==> src/rtl/irq_pending_latch_pkg.sv <==
// Shared widths, reset constants and the ack-index to clear-vector helper
// used by the pending latch, its edge detector and its interface.
package irq_pkg;

    localparam int IRQ_WIDTH = 8;
    localparam int IRQ_IDX_W = 3;

    localparam logic [IRQ_WIDTH-1:0] IRQ_REQ_RESET = 8'hFF;
    localparam logic [IRQ_WIDTH-1:0] IRQ_ZERO      = '0;

    // One-hot clear vector for the acknowledged line; all zeros when not acking.
    function automatic logic [IRQ_WIDTH-1:0] idx_to_onehot(
        input logic [IRQ_IDX_W-1:0] idx,
        input logic                 en
    );
        logic [IRQ_WIDTH-1:0] oh;
        oh = '0;
        for (int i = 0; i < IRQ_WIDTH; i++) begin
            oh[i] = en && (idx == i[IRQ_IDX_W-1:0]);
        end
        return oh;
    endfunction

endpackage

==> src/rtl/irq_pending_latch_if.sv <==
// Request/mask/acknowledge bundle between the interrupt sources, the pending
// latch (slave) and the downstream encoder/service logic (master).
interface irq_pending_latch_if;
    import irq_pkg::*;

    logic [IRQ_WIDTH-1:0] req;
    logic [IRQ_WIDTH-1:0] mask;
    logic                 ack;
    logic [IRQ_IDX_W-1:0] ack_idx;
    logic                 ovf_clr;
    logic [IRQ_WIDTH-1:0] pend_out;
    logic                 irq;
    logic [IRQ_WIDTH-1:0] ovf;

    modport master (
        output req,
        output mask,
        output ack,
        output ack_idx,
        output ovf_clr,
        input  pend_out,
        input  irq,
        input  ovf
    );

    modport slave (
        input  req,
        input  mask,
        input  ack,
        input  ack_idx,
        input  ovf_clr,
        output pend_out,
        output irq,
        output ovf
    );

endinterface

==> src/rtl/irq_pending_latch_edge_detect.sv <==
// Rising-edge detector: registers the previous request vector and flags
// lines that are high now but were low on the previous sample.
module irq_edge_detect #(
    parameter int                 WIDTH     = 8,
    parameter logic [WIDTH-1:0]   RESET_VAL = {WIDTH{1'b1}}
) (
    input  logic             clk,
    input  logic             rst,
    input  logic [WIDTH-1:0] req_i,
    output logic [WIDTH-1:0] rise_o
);

    logic [WIDTH-1:0] req_q;
    logic [WIDTH-1:0] req_d;

    assign req_d = req_i;

    // Resetting the history to ones keeps lines already high at release quiet.
    always_ff @(posedge clk or posedge rst) begin
        if (rst) begin
            req_q <= RESET_VAL;
        end else begin
            req_q <= req_d;
        end
    end

    generate
        for (genvar gi = 0; gi < WIDTH; gi++) begin : g_rise
            assign rise_o[gi] = req_i[gi] & ~req_q[gi];
        end
    endgenerate

endmodule

==> src/rtl/irq_pending_latch.sv <==
// Sticky interrupt pending latch feeding the 8:3 priority encoder.
// Optional sticky overflow flags are built only when IRQ_LATCH_OVF_EN is defined.
module irq_pending_latch
    import irq_pkg::*;
(
    input  logic                      clk,
    input  logic                      rst,
    irq_pending_latch_if.slave        irq_if
);

    logic [IRQ_WIDTH-1:0] rise_w;
    logic [IRQ_WIDTH-1:0] clr_w;
    logic [IRQ_WIDTH-1:0] pend_q;
    logic [IRQ_WIDTH-1:0] pend_d;

    irq_edge_detect #(
        .WIDTH     (IRQ_WIDTH),
        .RESET_VAL (IRQ_REQ_RESET)
    ) u_edge (
        .clk    (clk),
        .rst    (rst),
        .req_i  (irq_if.req),
        .rise_o (rise_w)
    );

    assign clr_w = idx_to_onehot(irq_if.ack_idx, irq_if.ack);

    // Set dominates clear so an event arriving with its own ack is not lost.
    generate
        for (genvar gi = 0; gi < IRQ_WIDTH; gi++) begin : g_pend
            assign pend_d[gi] = (pend_q[gi] & ~clr_w[gi]) | rise_w[gi];
        end
    endgenerate

    always_ff @(posedge clk or posedge rst) begin
        if (rst) begin
            pend_q <= IRQ_ZERO;
        end else begin
            pend_q <= pend_d;
        end
    end

    assign irq_if.pend_out = pend_q & irq_if.mask;
    assign irq_if.irq      = |(pend_q & irq_if.mask);

`ifdef IRQ_LATCH_OVF_EN
    logic [IRQ_WIDTH-1:0] ovf_q;
    logic [IRQ_WIDTH-1:0] ovf_d;
    logic [IRQ_WIDTH-1:0] ovf_set;

    // An event on a line still pending (and not being serviced) is a lost event.
    generate
        for (genvar gi = 0; gi < IRQ_WIDTH; gi++) begin : g_ovf
            assign ovf_set[gi] = rise_w[gi] & pend_q[gi] & ~clr_w[gi];
            assign ovf_d[gi]   = (ovf_q[gi] & ~irq_if.ovf_clr) | ovf_set[gi];
        end
    endgenerate

    always_ff @(posedge clk or posedge rst) begin
        if (rst) begin
            ovf_q <= IRQ_ZERO;
        end else begin
            ovf_q <= ovf_d;
        end
    end

    assign irq_if.ovf = ovf_q;
`else
    logic unused_ovf_clr;

    assign unused_ovf_clr = irq_if.ovf_clr;
    assign irq_if.ovf     = IRQ_ZERO;
`endif

endmodule
==> src/flat_wrapper.sv <==
// flat-port wrapper written by rule: the top's interface ports become plain ports
module irq_pending_latch_flat import irq_pkg::*;
  (clk, rst, irq_if_req, irq_if_mask, irq_if_ack, irq_if_ack_idx, irq_if_ovf_clr, irq_if_pend_out, irq_if_irq, irq_if_ovf);
  irq_pending_latch_if irq_if_i ();
  input  logic clk;
  input  logic rst;
  input wire logic [$bits(irq_if_i.req)-1:0] irq_if_req;
  input wire logic [$bits(irq_if_i.mask)-1:0] irq_if_mask;
  input wire logic [$bits(irq_if_i.ack)-1:0] irq_if_ack;
  input wire logic [$bits(irq_if_i.ack_idx)-1:0] irq_if_ack_idx;
  input wire logic [$bits(irq_if_i.ovf_clr)-1:0] irq_if_ovf_clr;
  output wire logic [$bits(irq_if_i.pend_out)-1:0] irq_if_pend_out;
  output wire logic [$bits(irq_if_i.irq)-1:0] irq_if_irq;
  output wire logic [$bits(irq_if_i.ovf)-1:0] irq_if_ovf;
  assign irq_if_i.req = irq_if_req;
  assign irq_if_i.mask = irq_if_mask;
  assign irq_if_i.ack = irq_if_ack;
  assign irq_if_i.ack_idx = irq_if_ack_idx;
  assign irq_if_i.ovf_clr = irq_if_ovf_clr;
  assign irq_if_pend_out = irq_if_i.pend_out;
  assign irq_if_irq = irq_if_i.irq;
  assign irq_if_ovf = irq_if_i.ovf;
  irq_pending_latch u_core (.clk(clk), .rst(rst), .irq_if(irq_if_i));
endmodule
==> config.mk <==
export PLATFORM = sky130hd
export DESIGN_NAME = irq_pending_latch_flat
export DESIGN_NICKNAME = d
export VERILOG_FILES = /design/src/rtl/irq_pending_latch_pkg.sv /design/src/rtl/irq_pending_latch_if.sv /design/src/rtl/irq_pending_latch_edge_detect.sv /design/src/rtl/irq_pending_latch.sv /design/src/flat_wrapper.sv
export SDC_FILE = /design/constraint.sdc
export NUM_CORES = 1
export LEC_CHECK = 0
export CORE_MARGIN = 2
export CORE_UTILIZATION = 36
export CTS_CLUSTER_DIAMETER = 80
export DETAILED_ROUTE_END_ITERATION = 7
export GPL_ROUTABILITY_DRIVEN = 0
export PLACE_DENSITY = 0.77
export SETUP_SLACK_MARGIN = 0.15
export SYNTH_ARGS = -nofsm -noshare
export SYNTH_HDL_FRONTEND = slang
export SYNTH_SLANG_ARGS = --single-unit
==> constraint.sdc <==
create_clock -name clk -period 2.35 [get_ports clk]
set_input_delay 0.47 -clock clk [delete_from_list [all_inputs] [get_ports clk]]
set_output_delay 0.47 -clock clk [all_outputs]
set_load 0.02 [all_outputs]
==> flow_summary_export.csv <==
group,metric,value,unit
outcome,status,"finished, violations left",
outcome,violations,"negative setup slack",
floorplan,start_util,0.393,
layout,finalNetCount,131,
clocking,htree_levels,1,
power_and_ir_drop,swShare,0.254,
yosys,yosysMostFrequentCell,"o21ai_0",
floorplan,die_area,0.00229,mm2
yosys,yosys_register_bits,16,
routing,avgRoutedWirePerCell,10.6,um
timing,timing.final.ws_setup,-0.0224,ns
clocking,clock-sinks,16,
yosys,ys_top_cells_by_count,"o21ai_0, inv_1, buf_4, dfrtp_1, dfstp_2",
floorplan,rows,15,
placed_design,dp_hpwl,1.15,mm
min_path,min_from,"u_core.pend_q[0]",
placed_design,io_buffers,30,
min_path,worstHoldEndpoint,"u_core.pend_q[0]",
job,maxCapViolations,0,
clocking,cts-buffers-inserted,3,
grt,grt_pass1_vias,560,
clocking,tritoncts,"done",
yosys,synth_async_sr_flop_share,1.00,
routing,vias,576,
timing,fin_worst_skew,0.00138,ns
layout,drive_gt1_frac,0.264,
critical_path,reg2reg_depth,1,
power_and_ir_drop,power_switching,0.152,mW
critical_path,timing.rr.end,"u_core.pend_q[4]",
timing,period_minus_slack,2.37,ns
grt,grt_pass1_wl,2.29,mm
clocking,clock_latency,0.27,ns
clocking,clockRootBuffer,"clkbuf_4",
yosys,ys_seq_area_frac,0.592,
power_and_ir_drop,p_int,0.446,mW
timing,slew_viol_final,0,
layout,n_antenna_cell,0,
yosys,syn_inst,66,
power_and_ir_drop,seq_power_share,0.516,
yosys,synth_top_area_share,0.303,
routing,ant_nets,0,
power_and_ir_drop,power.leakage,0.486,nW
floorplan,ios,40,
clocking,clk_pin_slew,0.08,ns
yosys,synth_area_leaders,"dfstp_2, dfrtp_1, o21ai_0",
yosys,synth_cell_type_count,13,
timing,finalHoldViolations,0,
floorplan,fp.dieH,47.9,um
clocking,cts_hold_buf,0,
routing,drtPass1Iterations,4,
timing,final-setup-viol-count,1,
timing,fmax,422,MHz
yosys,yosysTopAreaCell,"dfstp_2",
yosys,synth_ff_type,"dfstp_2",
routing,drt_iter0_markers,9,
grt,grt_use_total,0.144,
power_and_ir_drop,finalPower,0.598,mW
critical_path,ff2ff_setup_slack,1.64,ns
layout,area_growth,57.0,%
grt,gr-total-overflow,0,
timing,grt_setup_unrepaired,"true",
routing,drc_errors,0,
power_and_ir_drop,peakVddDrop,0.341,mV
min_path,hold_class,"register to register",
clocking,clockBufferDepth,2,
grt,grt_max_degree,17,
timing,tns,-0.0224,ns
critical_path,arrival,1.90,ns
timing,post-route-period-util,1.01,
yosys,synth_edf_count,0,
grt,antenna_found_initial,0,
layout,stdcell_count,131,
floorplan,die_w,47.9,um
yosys,synth.cell_area,693,um2
power_and_ir_drop,pwr-share-clk,0.226,
critical_path,required,1.88,ns
critical_path,path_class,"register to output port",
yosys,ys_warn_count,0,
floorplan,core-area,0.00176,mm2
routing,viasPerCell,4.40,
yosys,synth.avg_cell_area,10.5,um2
layout,fill_cells,158,
critical_path,worstReg2RegStart,"u_core.u_edge.req_q[4]",
power_and_ir_drop,p_comb_frac,0.258,
routing,finalWirelength,1.39,mm
power_and_ir_drop,power.density,549,mW/mm2
min_path,hold_path_depth,2,
critical_path,end_kind,"output port",
critical_path,start_kind,"register",
critical_path,critPathMaxFanout,2,
timing,tightest_slew,0.580,ns
placed_design,dp.cells,126,
timing,relSlewSlack,0.613,
## cells in the final DEF, fill, tap and decap left out, types with 3 or more instances in the layout
master / netlist / layout
dfrtp_1: 8 / 8
nand2b_1: 3 / 3
dfstp_2: 8 / 8
buf_4: 8 / 8
dlygate4sd2_1: 0 / 5
conb_1: 1 / 8
and2_4: 1 / 5
clkdlybuf4s50_1: 0 / 23
inv_1: 9 / 9
and2_1: 7 / 3
o21ai_0: 14 / 14
clkbuf_4: 0 / 3
## registers in the layout, indices dropped and copies added, names as in the netlist
signal	cells
u_core.u_edge.req_q	8
u_core.pend_q	8
## layout make-up
class	instances	area, um2	area share
sequential	16	410	0.377
clock buffer	3	22.5	0.0207
multi-input combinational	40	235	0.216
timing repair buffer	38	355	0.326
inverter	9	33.8	0.0310
tap	25	31.3	0.0287
## repair_timing
action | in CTS | in global routing
setup endpoints to repair | 7 | 1
setup buffers | 2 | 0
pin swaps | 6 | 0
endpoints found under the hold margin | 0 | 0
resized for setup | 17 | 2
## how the worst max path moves through the flow
| stage | from | endpoint | slack, ns | cells past startpoint |
|---|---|---|---|---|
| detailed placement | irq_if_mask[1] | irq_if_irq | -0.70 | 5 |
| floorplan | irq_if_mask[4] | irq_if_irq | 0.16 | 3 |
| CTS | u_core.pend_q[6] | irq_if_irq | -0.03 | 4 |
| global placement | irq_if_mask[1] | irq_if_irq | -0.69 | 5 |
| global route | u_core.pend_q[6] | irq_if_irq | -0.06 | 4 |
| finish | u_core.pend_q[6] | irq_if_irq | -0.02 | 4 |
## cell families after synthesis
kind of cell | count (synthesis) | synth area share
AOI/OAI and AO/OA | 16 | 0.123
buffers and inverters | 17 | 0.135
DFF | 16 | 0.592
other | 1 | 0.00541
and+or+nand+nor | 16 | 0.144
## routing by layer
metal	wire length [um]	part of all wire	GRT usage
met5	0	0	0
met1	551	0.40	0.173
met4	6	0.0043	0.0486
met2	736	0.53	0.259
met3	94	0.068	0.0226
## through the flow
| step | worst slack, ns | area, um2 | hold WS (ns) | util |
|---|---|---|---|---|
| final | -0.0224 | 1090 | 0.510 | 0.617 |
| after global routing | -0.0566 | 1090 | 0.531 | 0.617 |
| after CTS | -0.0342 | 1080 | 0.517 | 0.613 |
| after detailed placement | -0.702 | 1040 | 0.493 | 0.589 |
| after global placement | -0.687 | 1040 | 0.486 | 0.589 |
| after floorplan | 0.159 | 723 | 0.378 | - |
## critical path: stages (launching register included)
cell and delay (ns):
dfrtp_1 0.39, and2_4 0.16, or4_4 0.51, or4_4 0.42
buf_6 0.15
## power groups by stage
stage          sequential, mW  clock [mW]  combinational (mW)
6_report                0.308       0.135               0.154
5_1_grt                 0.310       0.149               0.168
4_1_cts                 0.308       0.142               0.153
3_5_place_dp            0.313           0               0.147
3_3_place_gp            0.312           0               0.145
2_1_floorplan           0.310           0              0.0729
Note: power is estimated with default switching activity, not from simulation.
